`src/rtl/moore_seq_pkg.sv`:
```
// Shared definitions for the Moore sequence transmitter/detector family:
// state encoding, common pattern constants and a width helper.
package moore_seq_pkg;

    typedef enum logic [1:0] {
        IDLE = 2'd0,
        SEND = 2'd1,
        GAP  = 2'd2,
        DONE = 2'd3
    } seq_state_e;

    localparam logic [3:0] DEF_PAT_1011 = 4'b1011;

    // Minimum of 1 bit so a counter always has a legal width.
    function automatic int clog2(input int v);
        int r;
        int x;
        r = 0;
        x = v - 1;
        while (x > 0) begin
            r++;
            x = x >> 1;
        end
        return (r == 0) ? 1 : r;
    endfunction

endpackage

```
`src/rtl/moore_pattern_tx_if.sv`:
```
// Control/data bundle between a pattern transmitter (slave) and the block
// that configures and triggers it (master).
interface moore_pattern_tx_if #(
    parameter int PAT_W = 4,
    parameter int REP_W = 8
);
    logic             pat_load;
    logic [PAT_W-1:0] pat_in;
    logic             start;
    logic [REP_W-1:0] rep_cnt;
    logic             out;
    logic             out_valid;
    logic             busy;
    logic             done;

    modport master (
        output pat_load, pat_in, start, rep_cnt,
        input  out, out_valid, busy, done
    );

    modport slave (
        input  pat_load, pat_in, start, rep_cnt,
        output out, out_valid, busy, done
    );
endinterface

```
`src/rtl/pattern_shreg.sv`:
```
// Parallel-load, left-shift register presenting its MSB; load has priority
// over shift so a reload can coincide with the final shift of a copy.
module pattern_shreg #(
    parameter int W = 4
) (
    input  logic         clk,
    input  logic         rst,
    input  logic         load,
    input  logic         shift,
    input  logic [W-1:0] din,
    output logic         msb
);
    logic [W-1:0] q;

    always_ff @(posedge clk) begin
        if (rst) begin
            q <= '0;
        end else if (load) begin
            q <= din;
        end else if (shift) begin
            q <= {q[W-2:0], 1'b0};
        end
    end

    assign msb = q[W-1];
endmodule

```
`src/rtl/moore_pattern_tx.sv`:
```
// Moore serial pattern transmitter: sends a stored pattern MSB first, a
// programmable number of times, with a fixed idle gap between copies.
//
// state | meaning
// IDLE  | waiting for start; pattern register may be reloaded
// SEND  | shifting the current copy out, one bit per clock
// GAP   | idle spacing between copies, GAP_CYC cycles
// DONE  | one-cycle completion pulse before returning to IDLE
module moore_pattern_tx
    import moore_seq_pkg::*;
#(
    parameter int               PAT_W   = 4,
    parameter logic [PAT_W-1:0] DEF_PAT = DEF_PAT_1011,
    parameter int               GAP_CYC = 2,
    parameter int               REP_W   = 8
) (
    input  logic                  clk,
    input  logic                  rst,
    moore_pattern_tx_if.slave     bus
);
    localparam int               BW       = clog2(PAT_W);
    localparam logic [BW-1:0]    BIT_LAST = BW'(PAT_W - 1);
    localparam logic [3:0]       GAP_LAST = (GAP_CYC > 0) ? 4'(GAP_CYC - 1) : 4'd0;

    seq_state_e       state, state_nx;
    logic [PAT_W-1:0] pat_q, pat_nx;
    logic [BW-1:0]    bit_q, bit_nx;
    logic [REP_W-1:0] rep_q, rep_nx;
    logic [3:0]       gap_q, gap_nx;
    logic             sh_load, sh_shift, sh_msb;
    logic [PAT_W-1:0] sh_din;

    always_ff @(posedge clk) begin
        if (rst) begin
            state <= IDLE;
            pat_q <= DEF_PAT;
            bit_q <= '0;
            rep_q <= '0;
            gap_q <= '0;
        end else begin
            state <= state_nx;
            pat_q <= pat_nx;
            bit_q <= bit_nx;
            rep_q <= rep_nx;
            gap_q <= gap_nx;
        end
    end

    always_comb begin
        state_nx = state;
        pat_nx   = pat_q;
        bit_nx   = bit_q;
        rep_nx   = rep_q;
        gap_nx   = gap_q;
        sh_load  = 1'b0;
        sh_shift = 1'b0;
        sh_din   = pat_q;
        case (state)
            IDLE: begin
                // A load arriving with start is also the pattern for this frame.
                if (bus.pat_load) begin
                    pat_nx = bus.pat_in;
                end
                if (bus.start) begin
                    sh_load  = 1'b1;
                    sh_din   = bus.pat_load ? bus.pat_in : pat_q;
                    rep_nx   = (bus.rep_cnt == '0) ? '0 : bus.rep_cnt - REP_W'(1);
                    bit_nx   = BIT_LAST;
                    state_nx = SEND;
                end
            end
            SEND: begin
                sh_shift = 1'b1;
                if (bit_q != '0) begin
                    bit_nx = bit_q - BW'(1);
                end else if (rep_q != '0) begin
                    rep_nx = rep_q - REP_W'(1);
                    if (GAP_CYC == 0) begin
                        sh_load = 1'b1;
                        bit_nx  = BIT_LAST;
                    end else begin
                        gap_nx   = GAP_LAST;
                        state_nx = GAP;
                    end
                end else begin
                    state_nx = DONE;
                end
            end
            GAP: begin
                if (gap_q == '0) begin
                    sh_load  = 1'b1;
                    bit_nx   = BIT_LAST;
                    state_nx = SEND;
                end else begin
                    gap_nx = gap_q - 4'd1;
                end
            end
            DONE: begin
                state_nx = IDLE;
            end
            default: begin
                state_nx = IDLE;
            end
        endcase
    end

    pattern_shreg #(.W(PAT_W)) u_shreg (
        .clk   (clk),
        .rst   (rst),
        .load  (sh_load),
        .shift (sh_shift),
        .din   (sh_din),
        .msb   (sh_msb)
    );

    assign bus.out       = (state == SEND) & sh_msb;
    assign bus.out_valid = (state == SEND);
    assign bus.busy      = (state != IDLE);
    assign bus.done      = (state == DONE);
endmodule

```
`src/flat_wrapper.sv`:
```
// flat-port wrapper written by rule: the top's interface ports become plain ports
module moore_pattern_tx_flat import moore_seq_pkg::*;
#(
    parameter int               PAT_W   = 4,
    parameter logic [PAT_W-1:0] DEF_PAT = DEF_PAT_1011,
    parameter int               GAP_CYC = 2,
    parameter int               REP_W   = 8
)
  (clk, rst, bus_pat_load, bus_pat_in, bus_start, bus_rep_cnt, bus_out, bus_out_valid, bus_busy, bus_done);
  moore_pattern_tx_if #(.PAT_W(PAT_W), .REP_W(REP_W)) bus_i ();
  input  logic clk;
  input  logic rst;
  input wire logic [$bits(bus_i.pat_load)-1:0] bus_pat_load;
  input wire logic [$bits(bus_i.pat_in)-1:0] bus_pat_in;
  input wire logic [$bits(bus_i.start)-1:0] bus_start;
  input wire logic [$bits(bus_i.rep_cnt)-1:0] bus_rep_cnt;
  output wire logic [$bits(bus_i.out)-1:0] bus_out;
  output wire logic [$bits(bus_i.out_valid)-1:0] bus_out_valid;
  output wire logic [$bits(bus_i.busy)-1:0] bus_busy;
  output wire logic [$bits(bus_i.done)-1:0] bus_done;
  assign bus_i.pat_load = bus_pat_load;
  assign bus_i.pat_in = bus_pat_in;
  assign bus_i.start = bus_start;
  assign bus_i.rep_cnt = bus_rep_cnt;
  assign bus_out = bus_i.out;
  assign bus_out_valid = bus_i.out_valid;
  assign bus_busy = bus_i.busy;
  assign bus_done = bus_i.done;
  moore_pattern_tx #(.PAT_W(PAT_W), .DEF_PAT(DEF_PAT), .GAP_CYC(GAP_CYC), .REP_W(REP_W)) u_core (.clk(clk), .rst(rst), .bus(bus_i));
endmodule
```
`config.mk`:
```
export PLATFORM = sky130hd
export DESIGN_NAME = moore_pattern_tx_flat
export DESIGN_NICKNAME = d
export VERILOG_FILES = /design/src/rtl/moore_seq_pkg.sv /design/src/rtl/moore_pattern_tx_if.sv /design/src/rtl/pattern_shreg.sv /design/src/rtl/moore_pattern_tx.sv /design/src/flat_wrapper.sv
export SDC_FILE = /design/constraint.sdc
export NUM_CORES = 1
export LEC_CHECK = 0
export BUFFER_PORTS_ARGS = -buffer_cell sky130_fd_sc_hd__buf_2
export CORE_MARGIN = 1
export CORE_UTILIZATION = 30
export CTS_CLUSTER_SIZE = 40
export DETAILED_ROUTE_END_ITERATION = 6
export PLACE_DENSITY = 0.54
export SYNTH_ARGS = -nofsm -noshare
export SYNTH_HDL_FRONTEND = slang
export SYNTH_SLANG_ARGS = --single-unit
```
`constraint.sdc`:
```
create_clock -name clk -period 2.1 [get_ports clk]
set_input_delay 0.42 -clock clk [delete_from_list [all_inputs] [get_ports clk]]
set_output_delay 0.42 -clock clk [all_outputs]
set_load 0.005 [all_outputs]
```
==> results.toml <==
[run_status]
status = "finished, final reports clean"

[global_routing]
grt_pass1_vias = 1424
track_usage_pct = 15.0
grt_first_pass_wirelength_um = 6350
grt_max_degree = 18
overflow = 0
grt_antenna_before_repair = 0

[power]
total_power_uw = 1440
p_leak_uw = 0.000718
power_density_nw_per_um2 = 809
peakVddDrop_v = 0.000537

[floorplanning]
die-area_um2 = 5400
die_w_um = 73.5
start_util_pct = 31.8
die_h_um = 73.5
core.rowCount = 25
ios = 20
core-area_um2 = 4820

[clock_tree]
tritoncts = "yes"
clockRootBuffer = "clkbuf_8"
cts_buffers = 3
clk_path_buf_depth = 2
clkSlewWorstSetupHoldPaths_ps = 90
cts_num_sinks = 24
clock_latency_ps = 270
ctsHoldBuffers = 0
htree_levels = 1

[yosys]
ys.flop_type = "dfxtp_1"
synth.avg_cell_area_um2 = 8.02
ys_top_cells_by_area = "dfxtp_1 31%, a211oi_1 4.9%, ha_1 4.9%, a21oi_1 4.6%, inv_1 3.4%"
synth-edff-count = 0
synthArstFlopShare_pct = 0
ys_types = 52
synth_top_area_cell = "dfxtp_1"
synth_area_um2 = 1530
synth_seq_cells = 24
synth_commonest_cells = "24 x dfxtp_1, 14 x a21oi_1, 14 x inv_1"
yosysTopAreaCellShare_pct = 31.3
yosysWarnings = 0
syn_inst = 191
syn-num-nets = 213
ys_seq_area_share_pct = 31.3
synth_most_common_cell = "dfxtp_1"

[setup_path]
cp-start-kind = "flip-flop"
critPathKind = "flip-flop to flip-flop"
worstPathMaxFanout = 10
worstPathArrival_ps = 2150
crit_required_ps = 2300
cp-end-kind = "flip-flop"

[placement]
dpl.hpwl_um = 2680
place_congestion = 0.784
place_area_um2 = 1730
io_buffers = 19

[routing]
wl_met2_um = 1760
drtAntennaViolNets = 0
drt-total-wl_um = 3650
drt_iter0_markers = 81
viasPerCell = 5.23
route.met3.wl_um = 103
drt-pass1-iter-count = 4
drc = 0
top_layer = "met4"
drt-met1-wl_um = 1750
wl_per_cell_um = 13.0
vias = 1464

[finish]
layout-drive-gt1-share_pct = 18.3
area_growth_pct = 15.9
n_antenna_cell = 0
nNetsFinal = 237
fin_area_um2 = 1780
nFillCells = 537

[sta]
fin_skew_ps = 6.97
rsz0062_at_grt = "false"
setup_violations = 0
finalHoldViolCount = 0
fmax_mhz = 514
finalCriticalPeriod_ps = 1950
worst_pin_slew_ps = 479
maxSlewHeadroom_pct = 67.9
fin_tns_setup_ps = 0
period_share_pct = 92.7
maxSlewViolCount = 0
whs_ps = 417

[min_path]
hp-class = "input pin to flip-flop"

[flow_run]
maxCapViolCount = 0
-- layout make-up --
type                    count  area [µm²]  share of cell area [%]
inverters                  15        56.3                    3.17
multi-input cells         143         952                    53.6
clock buffers               3        41.3                    2.32
repair buffers             28         163                    9.15
flip-flops and latches     24         480                    27.0
well taps                  67        83.8                    4.72
-- flip-flops by register name, indices dropped and copies added, names as in the netlist --
signal and cells:
u_core.rep_q 8, u_core.state 2, u_core.pat_q 4, u_core.u_shreg.q 4, u_core.bit_q 2, u_core.gap_q 4
-- stage by stage --
step,setup slack (ps),util (%),cells
2_1_floorplan,260,-,191
3_3_place_gp,161,35.9,276
3_5_place_dp,118,35.9,276
4_1_cts,128,36.7,279
5_1_grt,0.960,36.9,280
6_report,153,36.9,280
-- layout by cell type (no fill, tap or decap), types with 2 or more instances in the layout --
cell,n
mux2i_1,4
a22oi_1,2
nor2_1,12
buf_2,19
a211oi_1,10
o31ai_1,5
nand2_1,12
buf_4,9
nand3_1,10
ha_1,6
and2_1,5
nor3_1,5
a21oi_1,14
inv_1,14
dfxtp_1,24
nor4_1,2
or4_1,4
and3_1,2
or4b_1,2
o21ai_0,9
a311oi_1,2
a31oi_1,3
clkbuf_8,3
nand2b_1,5
nor3b_1,3
or3b_2,2
-- report_power, final --
group          total, µW  switching (µW)  internal (µW)  leakage [µW]
combinational        572             322            250      0.000498
sequential           590            63.6            527      0.000198
clock                275             147            128     0.0000216
total               1440             532            905      0.000718
-- repair_timing --
item                       in CTS  in global routing
gates resized for setup         0                  1
buffers inserted                0                  1
setup endpoints to repair       0                  3
-- path summary, 6_finish.rpt --
check	from	to	slack [ps]	cells past startpoint
max	u_core.rep_q[0]	u_core.rep_q[5]	150	6
min	bus_pat_in[1]	u_core.pat_q[1]	420	3
max reg2reg	u_core.rep_q[0]	u_core.rep_q[5]	150	6
min reg2reg	u_core.bit_q[0]	u_core.bit_q[0]	450	2
-- per-layer routing --
layer  GRT usage [%]  vias to the layer above
met5               0                        -
met4            2.99                        0
met3            3.43                        4
met2            25.6                       21
met1            19.4                      680
li1                -                      759
-- worst max-delay path: stages (launching register included) --
cell and delay [ps]:
dfxtp_1 340, inv_1 80, ha_1 190, or4b_1 560, o211a_2 380, a21bo_1 190
a31oi_1 140
-- cells by family after synthesis --
logic type	synth area share (%)
adders and majority gates	4.90
and+or+nand+nor	26.9
DFF	31.3
buffers and inverters	6.53
xor gates and xnor gates	1.14
muxes	3.35
AOI/OAI and AO/OA	25.8
Power figures use the tool's default switching activity.
